## src/rtl/mul_div_unit.sv

```systemverilog
// Multi-cycle multiply/divide unit: shift-add multiply, restoring divide,
// sign fix-up in a final cycle, results held in HI/LO with Start/Busy/Done handshake.
module mul_div_unit #(
  parameter int WIDTH = 32
) (
  input  logic             clk,
  input  logic             rst,
  input  logic             Start,
  input  logic [1:0]       Op,
  input  logic [WIDTH-1:0] A,
  input  logic [WIDTH-1:0] B,
  input  logic             WrHI,
  input  logic             WrLO,
  output logic             Busy,
  output logic             Done,
  output logic             DivZero,
  output logic [WIDTH-1:0] HI,
  output logic [WIDTH-1:0] LO
);

  localparam int CW = $clog2(WIDTH);

  typedef enum logic [1:0] {
    S_IDLE = 2'd0,
    S_CALC = 2'd1,
    S_FIX  = 2'd2
  } state_t;

  function automatic logic [WIDTH-1:0] neg_w(input logic [WIDTH-1:0] v);
    return ~v + WIDTH'(1);
  endfunction

  function automatic logic [2*WIDTH-1:0] neg_2w(input logic [2*WIDTH-1:0] v);
    return ~v + (2*WIDTH)'(1);
  endfunction

  state_t               r_state;
  state_t               w_state_nxt;
  logic [CW-1:0]        r_cnt;
  logic                 r_is_div;
  logic                 r_sa;
  logic                 r_sb;
  logic [WIDTH-1:0]     r_opb;
  logic [WIDTH-1:0]     r_a_orig;
  logic [2*WIDTH-1:0]   r_acc;
  logic [WIDTH-1:0]     r_hi;
  logic [WIDTH-1:0]     r_lo;
  logic                 r_busy;
  logic                 r_done;
  logic                 r_divzero;

  logic                 w_neg_a;
  logic                 w_neg_b;
  logic [WIDTH-1:0]     w_a_mag;
  logic [WIDTH-1:0]     w_b_mag;
  logic                 w_last;
  logic [WIDTH:0]       w_mul_sum;
  logic [2*WIDTH-1:0]   w_mul_nxt;
  logic [WIDTH:0]       w_rem_sh;
  logic [WIDTH+1:0]     w_trial;
  logic                 w_borrow;
  logic [2*WIDTH-1:0]   w_div_nxt;
  logic [2*WIDTH-1:0]   w_prod;
  logic [WIDTH-1:0]     w_fix_hi;
  logic [WIDTH-1:0]     w_fix_lo;
  logic                 w_fix_dz;

  // Signed ops iterate on magnitudes; the sign flags are only set for signed ops.
  assign w_neg_a = Op[0] & A[WIDTH-1];
  assign w_neg_b = Op[0] & B[WIDTH-1];
  assign w_a_mag = w_neg_a ? neg_w(A) : A;
  assign w_b_mag = w_neg_b ? neg_w(B) : B;
  assign w_last  = (r_cnt == CW'(WIDTH - 1));

  // One multiply or divide iteration on the shared accumulator.
  always_comb begin
    w_mul_sum = {1'b0, r_acc[2*WIDTH-1:WIDTH]} + {1'b0, r_opb};
    if (r_acc[0]) begin
      w_mul_nxt = {w_mul_sum, r_acc[WIDTH-1:1]};
    end else begin
      w_mul_nxt = {1'b0, r_acc[2*WIDTH-1:1]};
    end
    w_rem_sh = {r_acc[2*WIDTH-1:WIDTH], r_acc[WIDTH-1]};
    w_trial  = {1'b0, w_rem_sh} - {2'b00, r_opb};
    // A kept difference is always below the divisor, so bit WIDTH set also means borrow.
    w_borrow = |w_trial[WIDTH+1:WIDTH];
    if (w_borrow) begin
      w_div_nxt = {w_rem_sh[WIDTH-1:0], r_acc[WIDTH-2:0], 1'b0};
    end else begin
      w_div_nxt = {w_trial[WIDTH-1:0], r_acc[WIDTH-2:0], 1'b1};
    end
  end

  // Sign fix-up and divide-by-zero override applied in the FIX cycle.
  always_comb begin
    w_prod   = (r_sa ^ r_sb) ? neg_2w(r_acc) : r_acc;
    w_fix_hi = w_prod[2*WIDTH-1:WIDTH];
    w_fix_lo = w_prod[WIDTH-1:0];
    w_fix_dz = 1'b0;
    if (r_is_div) begin
      if (r_opb == {WIDTH{1'b0}}) begin
        w_fix_hi = r_a_orig;
        w_fix_lo = {WIDTH{1'b1}};
        w_fix_dz = 1'b1;
      end else begin
        w_fix_hi = r_sa ? neg_w(r_acc[2*WIDTH-1:WIDTH]) : r_acc[2*WIDTH-1:WIDTH];
        w_fix_lo = (r_sa ^ r_sb) ? neg_w(r_acc[WIDTH-1:0]) : r_acc[WIDTH-1:0];
      end
    end else begin
      w_fix_dz = 1'b0;
    end
  end

  // FSM state register.
  always_ff @(posedge clk) begin
    if (rst) begin
      r_state <= S_IDLE;
    end else begin
      r_state <= w_state_nxt;
    end
  end

  // FSM next-state logic.
  always_comb begin
    w_state_nxt = r_state;
    case (r_state)
      S_IDLE: begin
        if (Start) begin
          w_state_nxt = S_CALC;
        end else begin
          w_state_nxt = S_IDLE;
        end
      end
      S_CALC: begin
        if (w_last) begin
          w_state_nxt = S_FIX;
        end else begin
          w_state_nxt = S_CALC;
        end
      end
      S_FIX:   w_state_nxt = S_IDLE;
      default: w_state_nxt = S_IDLE;
    endcase
  end

  // Datapath: operand capture, iteration, result write-back and handshake flags.
  always_ff @(posedge clk) begin
    if (rst) begin
      r_cnt     <= '0;
      r_is_div  <= 1'b0;
      r_sa      <= 1'b0;
      r_sb      <= 1'b0;
      r_opb     <= '0;
      r_a_orig  <= '0;
      r_acc     <= '0;
      r_hi      <= '0;
      r_lo      <= '0;
      r_busy    <= 1'b0;
      r_done    <= 1'b0;
      r_divzero <= 1'b0;
    end else begin
      r_done <= 1'b0;
      case (r_state)
        S_IDLE: begin
          if (Start) begin
            r_cnt    <= '0;
            r_is_div <= Op[1];
            r_sa     <= w_neg_a;
            r_sb     <= w_neg_b;
            r_a_orig <= A;
            r_opb    <= Op[1] ? w_b_mag : w_a_mag;
            r_acc    <= {{WIDTH{1'b0}}, (Op[1] ? w_a_mag : w_b_mag)};
            r_busy   <= 1'b1;
          end else begin
            if (WrHI) r_hi <= A;
            if (WrLO) r_lo <= A;
          end
        end
        S_CALC: begin
          r_acc <= r_is_div ? w_div_nxt : w_mul_nxt;
          r_cnt <= r_cnt + CW'(1);
        end
        S_FIX: begin
          r_hi      <= w_fix_hi;
          r_lo      <= w_fix_lo;
          r_divzero <= w_fix_dz;
          r_done    <= 1'b1;
          r_busy    <= 1'b0;
        end
        default: r_busy <= 1'b0;
      endcase
    end
  end

  assign Busy    = r_busy;
  assign Done    = r_done;
  assign DivZero = r_divzero;
  assign HI      = r_hi;
  assign LO      = r_lo;

endmodule

```

## config.mk

```make
export PLATFORM = sky130hd
export DESIGN_NAME = mul_div_unit
export DESIGN_NICKNAME = d
export VERILOG_FILES = /design/src/rtl/mul_div_unit.sv
export SDC_FILE = /design/constraint.sdc
export NUM_CORES = 1
export LEC_CHECK = 0
export ABC_AREA = 1
export CORE_MARGIN = 2
export CORE_UTILIZATION = 45
export CTS_CLUSTER_SIZE = 25
export DETAILED_ROUTE_END_ITERATION = 10
export DONT_BUFFER_PORTS = 1
export SLEW_MARGIN = 10
export SYNTH_ARGS = -nofsm -noshare
export SYNTH_HDL_FRONTEND = slang
export SYNTH_SLANG_ARGS = --single-unit
```

## constraint.sdc

```tcl
create_clock -name clk -period 2.7 [get_ports clk]
set_input_delay 0.54 -clock clk [delete_from_list [all_inputs] [get_ports clk]]
set_output_delay 0.54 -clock clk [all_outputs]
set_load 0.1 [all_outputs]
```

## After elaboration in Yosys (flattened, before gate mapping)

Index checks and enable logic that the tools add are counted.

- Add/sub/neg operators: 8
- Eq/ne operators: 7
- Multiplexer cells: 32
- Bitwise logic cells: 9
- Reductions and logical operators: 10

Operators with widths:

| kind | number |
|---|---|
| $mux W32 | 14 |
| $mux W64 | 5 |
| $add A32 B1 Y32 const B | 4 |
| $not A32 Y32 | 4 |
| $pmux W32 S2 | 2 |
| $pmux W64 S2 | 1 |
| $add A64 B1 Y64 const B | 1 |
| $not A64 Y64 | 1 |
| $sub A33 B32 Y34 | 1 |
| $add A32 B32 Y33 | 1 |
| $logic_not A32 Y1 | 1 |
| $pmux W5 S2 | 1 |
| $ne A2 B2 Y1 const B | 4 |
| $reduce_and A2 Y1 | 3 |
| $reduce_and A3 Y1 | 2 |
| $add A5 B1 Y5 const B | 1 |
| $eq A5 B5 Y1 const B | 1 |
| $mux W1 | 5 |
| $mux W5 | 1 |
| $pmux W2 S2 | 1 |
| $reduce_bool A2 Y1 | 2 |
| $and A1 B1 Y1 | 2 |
| $eq A2 B1 Y1 const B | 1 |
| $eq A2 B2 Y1 const B | 1 |
| other kinds (6) | 6 |

- Flip-flop bits (word level): 205
- Bits of input ports: 71
- Output and inout bits: 67
- Logic and storage cells: 79

## Depth between registers and ports, before layout

- Depth in word-level cells: 6
- Gate-level depth with buffers: 20
- Depth with buffers taken out: 20

## Least setup slack after synthesis

OpenSTA, ideal clock, no wires.

- Path type: reg2reg
- Start point: reg r_acc[0]
- End point: reg r_hi[2] (netlist: HI[2])
- Setup time: 113 ps
- Arrival: 2,404 ps
- Data required time: 2,587 ps
- Path slack: 183 ps
- Stages on the path, launching flop included: 17
- Buffers on the path: 2
- Clock period less this slack: 2,517 ps
- Cells stage by stage: dfxtp_1 inv_1 clkbuf_1 clkbuf_1 ha_1 nand3_2 nor2_1 nand2_1 nor3_1 nand3b_1 or2_2 nand2_1 nand2_1 nand3_1 nand3_1 nand2_1 nand2_1

- Longest elaborated chain between the ends: 5

RTL lines:

| item | RTL line | source |
|---|---|---|
| start, declared | 45 | `logic [2*WIDTH-1:0] r_acc;` |
| start signal, assigned | 172 | `r_acc <= {{WIDTH{1'b0}}, (Op[1] ? w_a_mag : w_b_mag)};` |
| start signal, assigned | 180 | `r_acc <= r_is_div ? w_div_nxt : w_mul_nxt;` |
| $not A64 Y64 | 34 | `return ~v + (2*WIDTH)'(1);` |
| $add A64 B1 Y64 | 34 |  |
| $mux W64 | 96 | `w_prod = (r_sa ^ r_sb) ? neg_2w(r_acc) : r_acc;` |
| $mux W32 | 100 | `if (r_is_div) begin` |
| $pmux W32 S2 | 163 | `case (r_state)` |
| end signal, assigned | 184 | `r_hi <= w_fix_hi;` |
| end, declared | 46 | `logic [WIDTH-1:0] r_hi;` |

Every way passes these cells.
A chain may end at the register's enable or synchronous reset.

## Worst setup path in the final report

- Start point: reg r_acc[1]
- End point: reg r_hi[11] (netlist: HI[11])

Same word-level chain as after synthesis.

==> impl.org <==
** Run status
- Result of the run :: finished clean

** Synth
- Area contributors post-synth :: sky130_fd_sc_hd__dfxtp_1, sky130_fd_sc_hd__nand2_1, sky130_fd_sc_hd__inv_1
- Yosys printed 0 warnings.
- Summed instance area of the synthesized netlist :: 19610 um2
- Number of standard cells after synthesis :: 3470
- Fraction of the yosys area taken by sequential cells :: 20.93%
- Share of Yosys cell area claimed by the top area cell type :: 20.93%
- Share of async-settable or async-resettable flops after synthesis :: 0%
- In this run, distinct cell masters in the synthesized netlist total 47.
- After synthesis the netlist holds a flip-flop and latch count of 205.
- Leading area contributor after synthesis :: sky130_fd_sc_hd__dfxtp_1
- Synthesized area per cell :: 5.652 um2
- Number of enable-type register cells in the synthesized netlist :: 0
- Post-Synthesis Net Count :: 3613
- Most instantiated flip-flop cell in the synthesis netlist :: sky130_fd_sc_hd__dfxtp_1

** Critical path
- Endpoint type of the worst setup path :: register
- Largest stage delay on the critical path :: 0.34 ns
- Worst path slowest cell :: sky130_fd_sc_hd__dfxtp_1
- For flop-to-flop paths, the worst setup slack is 0.03 ns.
- Worst path bufs/invs :: 3
- Cell family with most CP delay :: simple AND/OR/NAND/NOR gates
- The worst setup path is of the register to register kind.
- In this run the critical register-to-register path is captured at HI[11]$_SDFFE_PP0P_.
- Critical Path Source Type :: register
- The signal on the critical path passes through inv_1, nand3_1, nor2_4, nand2_1, nand2_1, nand3_1, a21oi_2, buf_4, nand2_1, o21ai_0, buf_4, nand2_1, nand2_1, nand2_1.
- The worst register-to-register path begins at r_acc[1]$_SDFFE_PP0P_.
- Most used cell along the critical path :: sky130_fd_sc_hd__nand2_1
- Measured in cells, the most critical reg-to-reg path has a length of 14.
- Arrival time of the worst setup path :: 3.12 ns
- For the worst setup path, the data required time is 3.15 ns.
- Of all nets on the critical path, the largest fanout is 5.

** Min path
- Counting instances, the worst hold path has a depth of 1.
- Worst Min Path Start :: rst
- Capture endpoint of the worst hold path :: DivZero$_SDFFE_PP0P_
- The min-delay analysis places its worst path in the category input port to register.

** Power
- Highest ir drop seen on vdd :: 0.0004424 V
- The analysis attributes to net switching a power of 5.472 mW.
- The internal portion of the total power is 6.925 mW.
- For this design the ratio of total power to cell area is 547.4 nW/um2.
- Total design power :: 12.40 mW
- Fraction of power spent switching nets :: 44.14%
- Registers are responsible for 29.5% of the overall power.
- Summed over all cells, the static leakage comes to 11.08 nW.
- Combinational fraction of design power :: 41.6%
- In this run, the clock network consumes 28.9% of the power.

** STA
- Final worst clock skew :: 0.01399 ns
- Of the available clock period, the critical path in the final layout requires 98.96%.
- For the pin with the worst max-slew slack, the measured transition is 1.004 ns.
- The max-slew violation count is 0.
- Final critical-path required period :: 2.672 ns
- Relative slew slack :: 32.95%
- Summed over all failing endpoints, the final setup total negative slack is 0 ns.
- The final number of hold-violating endpoints came to 0.
- Setup violations remaining at the end of the flow were counted as 0.
- Across all hold checks on the routed design, the worst slack comes to 0.06604 ns.
- Worst Slack Setup Final :: 0.02806 ns
- Fmax :: 374.3 MHz

** Placement
- Detailed placement ended at an HPWL of 79070 um.
- At the end of routability-driven placement, the weighted congestion stood at 1.077.
- Port Buffer Count :: 0
- Placed instance count :: 4137
- Summing all placed instances gives a cell area of 21580 um2.
- Before CTS, the worst setup slack after placement is -0.07916 ns.

** Layout
- In the final design database the tool counted 3723 nets.
- Cells with a size suffix above 1 make up 11.15% of the layout.
- Excluding fillers, the count of instances in the completed layout stands at 4185.
- Top library cells by usage in the layout, fill and taps aside :: sky130_fd_sc_hd__nand2_1, sky130_fd_sc_hd__inv_1, sky130_fd_sc_hd__nand3_1
- The library cell used most frequently in the layout, excluding fill and tap cells, is sky130_fd_sc_hd__nand2_1.
- Cells fill 52.57% of the core in the end.
- Once layout is done, the placed cells without fillers occupy 22650 um2.
- Area delta synth->final :: 15.46%

** Detailed routing
- After detailed routing, the total wire length is 97630 um.
- After detailed routing, the number of remaining DRC violations is 0.
- The detailed router finished its first iteration with 3537 violations.
- DRT Pass-1 Iters :: 6
- Number of vias after detailed routing :: 24760
- Vias per cell :: 5.916
- DR WL/cell :: 23.33 um
- DRT antenna net count :: 0

** Clock network
- Counting along the longest clock path gives a buffer depth of 3.
- After clock tree synthesis, the clock-pin slew on the worst setup and hold paths is 0.06 ns.
- Counting every sink on the clock net gives 205.
- The later pin in the worst-skew pair is clocked with a latency of 0.56 ns.
- CTS built an H-tree with a depth of 1.
- TritonCTS built the clock tree.
- Clock Tree Root :: sky130_fd_sc_hd__clkbuf_16
- Counting the buffers created by CTS gives 25.
- After clock tree synthesis, the flow added hold-fix buffers numbering 0.

** Die
- For this design the top-level I/O count stands at 138.
- Die footprint :: 45270 um2
- The floorplan step set the die width to 212.8 um.
- The floorplan has 76 rows.
- Die H :: 212.8 um
- For this configuration, the core starts out at a cell density of 45.53%.
- The floorplan step defined a core boundary enclosing 43080 um2.

** Global routing
- Overall Global Routing Usage :: 41.93%
- The via count of the first global-routing pass came to 22360.
- Number of antenna violations at the first check in global routing :: 8
- Wire length of the first global-routing pass :: 140900 um
- Entering global routing, the biggest net connects 143 pins.
- After global routing the overflow that remains totals 0.

** Job
- Number of max-cap violations :: 0
## cells in the mapped netlist (24+ instances only)
cell type	count
sky130_fd_sc_hd__inv_1	435
sky130_fd_sc_hd__xor2_1	77
sky130_fd_sc_hd__nor3_1	27
sky130_fd_sc_hd__nand3b_1	24
sky130_fd_sc_hd__o211ai_1	31
sky130_fd_sc_hd__nor2_1	281
sky130_fd_sc_hd__a31oi_1	31
sky130_fd_sc_hd__a21oi_1	293
sky130_fd_sc_hd__ha_1	70
sky130_fd_sc_hd__dfxtp_1	205
sky130_fd_sc_hd__clkbuf_1	117
sky130_fd_sc_hd__o21ai_0	283
sky130_fd_sc_hd__nand3_1	308
sky130_fd_sc_hd__nand2_1	1028
sky130_fd_sc_hd__nand4_1	51
## state kept, by name, summed over array words and instances (netlist names), 2 cells and up
signal / cells
r_cnt: 5
r_opb: 32
LO: 32
r_acc: 64
r_state: 2
r_a_orig: 32
HI: 32
## per-layer routing
metal  GRT usage, %  vias to the layer above  wire length [um]
met5              0                        -                80
met3          10.34                      306             11800
met1          57.89                    11360             40580
met2          59.58                     1522             38870
met4          22.55                       12              6298
li1               -                    11560                 -
## cell type report
type | count | area [um2]
Fill cell | 4640 | 20430
Tap cell | 585 | 732.0
Clock inverter | 10 | 135.1
Inverter | 448 | 1684
Clock buffer | 33 | 695.7
Multi-Input combinational cell | 2668 | 13400
Timing Repair Buffer | 232 | 1846
Antenna cell | 4 | 10.01
Sequential cell | 205 | 4144
## power groups by stage
stage / Clock [mW] / Sequential, mW / Combinational [mW]
finish: 3.58 / 3.66 / 5.15
global route: 3.68 / 3.67 / 5.52
CTS: 3.58 / 3.64 / 4.89
detailed placement: 0 / 3.70 / 4.87
global placement: 0 / 3.70 / 4.87
floorplan: 0 / 3.81 / 2.84
## cell families (layout without fill, tap and decap cells)
logic type / after synthesis / after routing / synth area share, %
AO/OA/AOI/OAI: 712 / 712 / 19.69
adder cells (fa/ha/maj): 72 / 72 / 4.670
AND/OR/NAND/NOR: 1790 / 1790 / 38.81
buffers and inverters: 597 / 723 / 11.71
other: 0 / 4 / 0
XOR/XNOR: 94 / 94 / 4.198
flip-flops: 205 / 205 / 20.93
## worst max path at each step
stage	from	endpoint	slack [ns]	cells after the start
after floorplan	r_acc[0]$_SDFFE_PP0P_	HI[2]$_SDFFE_PP0P_	0.18	16
after global placement	r_opb[19]$_SDFFE_PP0P_	r_acc[58]$_SDFFE_PP0P_	-0.08	15
after detailed placement	r_opb[19]$_SDFFE_PP0P_	r_acc[58]$_SDFFE_PP0P_	-0.08	15
after CTS	r_opb[4]$_SDFFE_PP0P_	r_acc[58]$_SDFFE_PP0P_	-0.01	17
after global routing	r_acc[51]$_SDFFE_PP0P_	r_acc[32]$_SDFFE_PP0P_	-0.05	15
final	r_acc[1]$_SDFFE_PP0P_	HI[11]$_SDFFE_PP0P_	0.03	14
## worst reg2reg max path, stage by stage, from the launching register on
cell                      delay, ns
sky130_fd_sc_hd__dfxtp_1       0.34
sky130_fd_sc_hd__inv_1         0.17
sky130_fd_sc_hd__nand3_1       0.21
sky130_fd_sc_hd__nor2_4        0.21
sky130_fd_sc_hd__nand2_1       0.11
sky130_fd_sc_hd__nand2_1       0.11
sky130_fd_sc_hd__nand3_1       0.24
sky130_fd_sc_hd__a21oi_2       0.25
sky130_fd_sc_hd__buf_4         0.16
sky130_fd_sc_hd__nand2_1       0.06
sky130_fd_sc_hd__o21ai_0       0.33
sky130_fd_sc_hd__buf_4         0.18
sky130_fd_sc_hd__nand2_1       0.06
sky130_fd_sc_hd__nand2_1       0.06
sky130_fd_sc_hd__nand2_1       0.04
## repair_timing
| action | in CTS | in global routing |
|---|---|---|
| resized for setup | 4 | 66 |
| endpoints found under the hold margin | 0 | 0 |
| setup buffers | 0 | 1 |
| pin swaps | 0 | 1 |
| endpoints found under the setup margin | 32 | 43 |
| gates cloned | 0 | 0 |
Note: power is estimated with default switching activity, not from simulation.
